===== src/rtl/spi_arbiter.sv =====
`default_nettype none
// ============================================================================
// Module   : spi_arbiter
// Brief    : Round-robin sharing of one SPI controller between NUM_REQ
//            requesters, one frame per grant, with /CS demultiplexing.
// Revision : 1.0
// ============================================================================
module spi_arbiter #(
    parameter int NUM_REQ     = 4,
    parameter int FRAME_WIDTH = 32
) (
    input  logic                           clk_i,
    input  logic                           reset_ni,
    input  logic [NUM_REQ-1:0]             req_i,
    input  logic [NUM_REQ*FRAME_WIDTH-1:0] req_data_i,
    output logic [NUM_REQ-1:0]             ack_o,
    output logic [FRAME_WIDTH-1:0]         rsp_data_o,
    output logic [NUM_REQ-1:0]             grant_o,
    output logic                           busy_o,
    output logic                           spi_start_o,
    output logic [FRAME_WIDTH-1:0]         spi_data_o,
    input  logic                           spi_idle_i,
    input  logic [FRAME_WIDTH-1:0]         spi_data_i,
    input  logic                           spi_cs_i,
    output logic [NUM_REQ-1:0]             spi_cs_no
);

    localparam int IDX_W = (NUM_REQ > 1) ? $clog2(NUM_REQ) : 1;

    typedef enum logic [1:0] {
        IDLE  = 2'd0,
        START = 2'd1,
        BUSY  = 2'd2,
        RESP  = 2'd3
    } state_t;

    state_t                 state;
    logic [IDX_W-1:0]       last_q;
    logic [IDX_W-1:0]       winner;
    logic [2*NUM_REQ-1:0]   req_rot;
    int                     win_idx;

    // Rotate so bit k corresponds to requester (last_q+1+k) mod NUM_REQ;
    // scanning k downward leaves the lowest offset as the winner.
    always_comb begin
        req_rot = {req_i, req_i} >> (int'(last_q) + 1);
        winner  = last_q;
        win_idx = 0;
        for (int k = NUM_REQ - 1; k >= 0; k--) begin
            if (req_rot[k]) begin
                win_idx = int'(last_q) + 1 + k;
                if (win_idx >= NUM_REQ) begin
                    win_idx = win_idx - NUM_REQ;
                end
                winner = IDX_W'(win_idx);
            end
        end
    end

    always_ff @(posedge clk_i or negedge reset_ni) begin
        if (!reset_ni) begin
            state      <= IDLE;
            grant_o    <= '0;
            ack_o      <= '0;
            spi_data_o <= '0;
            rsp_data_o <= '0;
            last_q     <= IDX_W'(NUM_REQ - 1);
        end else begin
            ack_o <= '0;
            case (state)
                IDLE: begin
                    // Holding off until the controller is idle also covers a
                    // reset that landed in the middle of a frame.
                    if (spi_idle_i && (|req_i)) begin
                        grant_o    <= {{(NUM_REQ-1){1'b0}}, 1'b1} << winner;
                        spi_data_o <= req_data_i[winner*FRAME_WIDTH +: FRAME_WIDTH];
                        last_q     <= winner;
                        state      <= START;
                    end
                end
                START: begin
                    if (!spi_idle_i) begin
                        state <= BUSY;
                    end
                end
                BUSY: begin
                    if (spi_idle_i) begin
                        rsp_data_o <= spi_data_i;
                        ack_o      <= grant_o;
                        state      <= RESP;
                    end
                end
                RESP: begin
                    grant_o <= '0;
                    state   <= IDLE;
                end
                default: state <= IDLE;
            endcase
        end
    end

    assign spi_start_o = (state == START);
    assign busy_o      = (state != IDLE);
    assign spi_cs_no   = {NUM_REQ{spi_cs_i}} | ~grant_o;

endmodule
`default_nettype wire


===== config.mk =====
export PLATFORM = sky130hd
export DESIGN_NAME = spi_arbiter
export DESIGN_NICKNAME = d
export VERILOG_FILES = /design/src/rtl/spi_arbiter.sv
export SDC_FILE = /design/constraint.sdc
export NUM_CORES = 1
export LEC_CHECK = 0
export BUFFER_PORTS_ARGS = -buffer_cell sky130_fd_sc_hd__clkbuf_2
export CORE_MARGIN = 2
export CORE_UTILIZATION = 44
export DETAILED_ROUTE_END_ITERATION = 8
export GPL_ROUTABILITY_DRIVEN = 0
export PLACE_DENSITY = 0.88
export RECOVER_POWER = 100
export SKIP_CTS_REPAIR_TIMING = 1
export SLEW_MARGIN = 20
export SYNTH_ARGS = -nofsm -noshare
export SYNTH_HDL_FRONTEND = slang
export SYNTH_SLANG_ARGS = --single-unit

===== constraint.sdc =====
create_clock -name clk_i -period 2.2 [get_ports clk_i]
set_input_delay 0.22 -clock clk_i [delete_from_list [all_inputs] [get_ports clk_i]]
set_output_delay 0.22 -clock clk_i [all_outputs]
set_load 0.01 [all_outputs]

### Word-level counts from Yosys, hierarchy flattened

Index checks and enable logic that the tools add are counted.

* input port bits: 168
* output and inout bits: 78
* register bits after elaboration: 76
* logic and storage cells: 54

* reductions and logical operators: 9
* equality and inequality tests: 6
* magnitude comparators: 4
* add/sub/neg operators: 8
* shift-type cells: 3
* bitwise operators: 2
* muxes and demuxes: 16

Operators with widths (number)
* $shiftx 128x8->32: 1
* $mux 2: 11
* $ge 4x3->1 const B: 3
* $mux 4: 3
* $add 3x2->4 const B: 2
* $pmux 2 s4: 1
* $pmux 4 s2: 1
* $shr 8x3->4: 1
* $sub 2x1->2 const B: 4
* $ne 2x2->1 const B: 3
* $reduce_and 2->1: 3
* $add 3x1->4 const B: 1
* $eq 2x2->1 const B: 2
* $not 4->4: 1
* $or 4x4->4: 1
* $reduce_bool 2->1: 2
* $reduce_or 4->1: 1
* $shl 1x2->4 const A: 1
* $add 2x1->3 const B: 1
* $ge 3x3->1 const B: 1
* $reduce_and 3->1: 1
* $eq 2x1->1 const B: 1
* $logic_not 2->1: 1
* $logic_and 1x1->1: 1

### Longest topological paths before layout

* depth in word-level cells: 11
* gate-level depth with buffers: 8
* gate-level depth less buffers: 6

### Least setup slack after synthesis

No wires, ideal clock.

* path type: register to register
* start: register last_q[0]
* end: register spi_data_o[0]
* path buffers: 3
* data arrival time: 1.847 ns
* setup time: 0.087 ns
* clock period less this slack: 1.934 ns
* setup slack: 0.266 ns
* stages on the path, launching flop included: 8
* required time: 2.113 ns
* path through: dfstp_2 > or3b_2 > buf_2 > and3_1 > buf_6 > buf_6 > mux2i_1 > a211oi_2

* word-level cells in the longest chain between the ends: 9
* elaborated cells between the ends (all ways): 22
* classes of those cells: 8 x add/sub; 4 x order compare; 2 x shift; 8 x mux

RTL lines
* start: declaration: line 38 `logic [IDX_W-1:0] last_q;`
* start signal: assignment: line 67 `last_q <= IDX_W'(NUM_REQ - 1);`
* start signal: assignment: line 77 `last_q <= winner;`
* $add 2x1->3: line 46, 51
* $add 3x2->4: line 51 `win_idx = int'(last_q) + 1 + k;`
* $ge 4x3->1 / $sub 2x1->2 (equally long branches): line 52, 53
* $mux 2: line 52 `if (win_idx >= NUM_REQ) begin`
* $mux 2 (3 in a row): line 50 `if (req_rot[k]) begin`
* $mux 2 *: line 50
* $shiftx 128x8->32 *: line 76 `spi_data_o <= req_data_i[winner*FRAME_WIDTH +: FRAME_WIDTH];`
* end signal: assignment: line 76
* end: declaration: line 21 `output logic [FRAME_WIDTH-1:0] spi_data_o,`

Mark *: on every way between the ends. The rest lies on a longest branch, timed or not.
A chain may end at the register's enable or synchronous reset.

### Worst setup path in the final report

* start: register last_q[0]
* end: register spi_data_o[20]

The elaborated chain is that of the path after synthesis.

==> flow_metrics.tcl <==
set metrics [dict create \
    cts_tree "done" \
    critical_path_class "reg2reg" \
    cap_viol_max_count 0 \
    overflow 0 \
    num_vias 3925 \
    p_leak_uw 0.00265 \
    worstSetupEndpointType "flip-flop" \
    start_util_pct 45.0 \
    wl_per_cell_um 17.9 \
    cp_top_family "simple AND/OR/NAND/NOR gates" \
    path_clk_slew_ns 0.09 \
    grt_use_total_pct 24.2 \
    multi_input_area_um2 2060 \
    numPortBuffers 245 \
    drc_errors 0 \
    hpwl_mm 9.42 \
    layout_commonest_cell "clkbuf_2" \
    synth.distinct_cells 34 \
    min_period_ns 2.10 \
    fin_cells 711 \
    row_count 35 \
    cts_made_buffers 9 \
    pre_cts_ws_ns -0.0519 \
    drive_gt1_share_pct 44.5 \
    seq_area_frac_synth_pct 46.0 \
    fillers 805 \
    setup_violations 0 \
    power_uw 7330 \
    worstPathCellList "or3b_2 -> buf_4 -> nand3_1 -> buf_6 -> a221oi_1 -> a211oi_2" \
    rsz0062_at_grt "yes" \
    crit_slowest_cell "dfstp_2" \
    hold_path.class "in2reg" \
    syn-num-nets 525 \
    synthCells 352 \
    startpoint_type "flip-flop" \
    synth.area.top_cells "dfrtp_1 (45%), mux2_2 (9.0%), a211oi_2 (8.5%)" \
    period_share_pct 95.6 \
    critPathArrivalTime_ns 2.36 \
    hold_violations 0 \
    cp.required_ns 2.45 \
    status "complete, no violations" \
    via_per_inst 5.52 \
    yosys_warnings 0 \
    tightest_slew_ns 0.867 \
    wl_mm 12.7 \
    pin_count 246 \
    ir_drop_mv 0.560 \
    antenna_found_initial 0 \
    drt_iter0_drc 127 \
    netlist.area_leader.share_pct 44.7 \
    syn_avg_cell_area_um2 11.8 \
    power-per-cell-area_nw_per_um2 1310 \
    grt_pass1_vias 4067 \
    mostFrequentLayoutCells "clkbuf_2 (169), clkbuf_1 (78), dfrtp_1 (74)" \
    die_h_um 101 \
    n_antenna_cell 0 \
    max_freq_mhz 475 \
    cts.sinks 76 \
    grt_pass1_wl_mm 19.0 \
    first_pass_iters 5 \
    clk_path_buf_depth 2 \
    timing.hold.ws_ns 0.0999 \
    worst-path-buf-inv 2 \
    die_w_um 101 \
    clock_latency_ns 0.35 \
    path_max_fanout 15 \
    grt_max_degree 44 \
    htree_num_levels 3 \
    max_stage_delay_ns 0.57 \
    die_area_um2 10200 \
    core_um2 9200 \
    maxSlewViolCount 0 \
    synth.ff_latch_count 76 \
    synth_top_cell_by_area "dfrtp_1" \
    syn_area_um2 4140 \
    syn_to_final_growth_pct 35.2 \
    placed_cells 694 \
    final.setup_skew_ns 0.0146 \
    root_buffer "clkbuf_8" \
    worst_slack_ns 0.0962 \
    final_nets 769 \
    regArea_um2 1900 \
    relSlewSlack_pct 42.2 \
    antenna_left 0 \
]
[power by group]
part           internal, uW  switching [uW]  leakage (uW)
clock network           752             542      0.000120
registers              2090             392      0.000888
logic                  1480            2080       0.00164
total                  4320            3010       0.00265
[cell usage after synthesis, drive strengths merged]
| cell | instances |
|---|---|
| or3b | 1 |
| a211oi | 32 |
| inv | 4 |
| and2b | 1 |
| mux2 | 33 |
| buf | 21 |
| dfstp | 2 |
| and3 | 6 |
| o211ai | 1 |
| or4 | 1 |
| o21a | 1 |
| nor2 | 37 |
| nand2 | 1 |
| a32o | 3 |
| nor2b | 3 |
| nand2b | 4 |
| nor3 | 2 |
| a31oi | 1 |
| or2 | 1 |
| dfrtp | 74 |
| o21ai | 6 |
| a21oi | 4 |
| a221oi | 32 |
| nand3 | 3 |
| a2bb2oi | 1 |
| and2 | 33 |
| mux2i | 32 |
| ha | 5 |
| clkbuf | 7 |
[area by class of cell]
| class | instances | area share [%] |
|---|---|---|
| Clock buffer | 9 | 2.21 |
| Timing Repair Buffer | 260 | 22.3 |
| Inverter | 4 | 0.268 |
| Tap cell | 111 | 2.48 |
| Sequential cell | 76 | 34.0 |
| Multi-Input combinational cell | 245 | 36.8 |
| Clock inverter | 6 | 2.01 |
[metal layers]
metal  GRT usage [%]  part of all wire, %  vias to the layer above
met5               0                    0                        -
met4            12.0                  3.5                        0
met3            5.76                  7.3                       42
met2            44.9                   51                      238
met1            25.4                   38                     1854
li1                -                    -                     1791
[worst paths after layout]
check,slack [ns],depth (start not counted),endpoint,from
worst max-delay path,0.1,6,spi_data_o[20],last_q[0]
max in group asynchronous,0.47,3,spi_data_o[11],reset_ni
worst min register to register,0.51,1,rsp_data_o[5],rsp_data_o[5]
min in group asynchronous,0.52,2,state[1],reset_ni
worst min-delay path,0.1,2,rsp_data_o[11],spi_data_i[11]
worst max register to register,0.1,6,spi_data_o[20],last_q[0]
[cells by family after synthesis]
kind of cell	count (synthesis)	synth area share [%]
buffers and inverters	32	4.92
and+or+nand+nor	93	11.9
AOI/OAI and AO/OA	81	18.9
DFF	76	46.0
adders and majority gates	5	1.51
muxes	65	16.7
[stage by stage]
step | cell area [um^2] | TNS (ns) | utilization (%)
6_report | 5600 | 0 | 60.9
5_1_grt | 5600 | -0.0360 | 60.9
4_1_cts | 5680 | -0.334 | 61.8
3_5_place_dp | 5450 | -0.123 | 59.2
3_3_place_gp | 5450 | 0 | 59.2
2_1_floorplan | 4140 | 0 | -
[flip-flops by register name (all words and copies together) (netlist names)]
name	count
rsp_data_o	32
spi_data_o	32
ack_o	4
grant_o	4
last_q	2
state	2
Note: power is estimated with default switching activity, not from simulation.
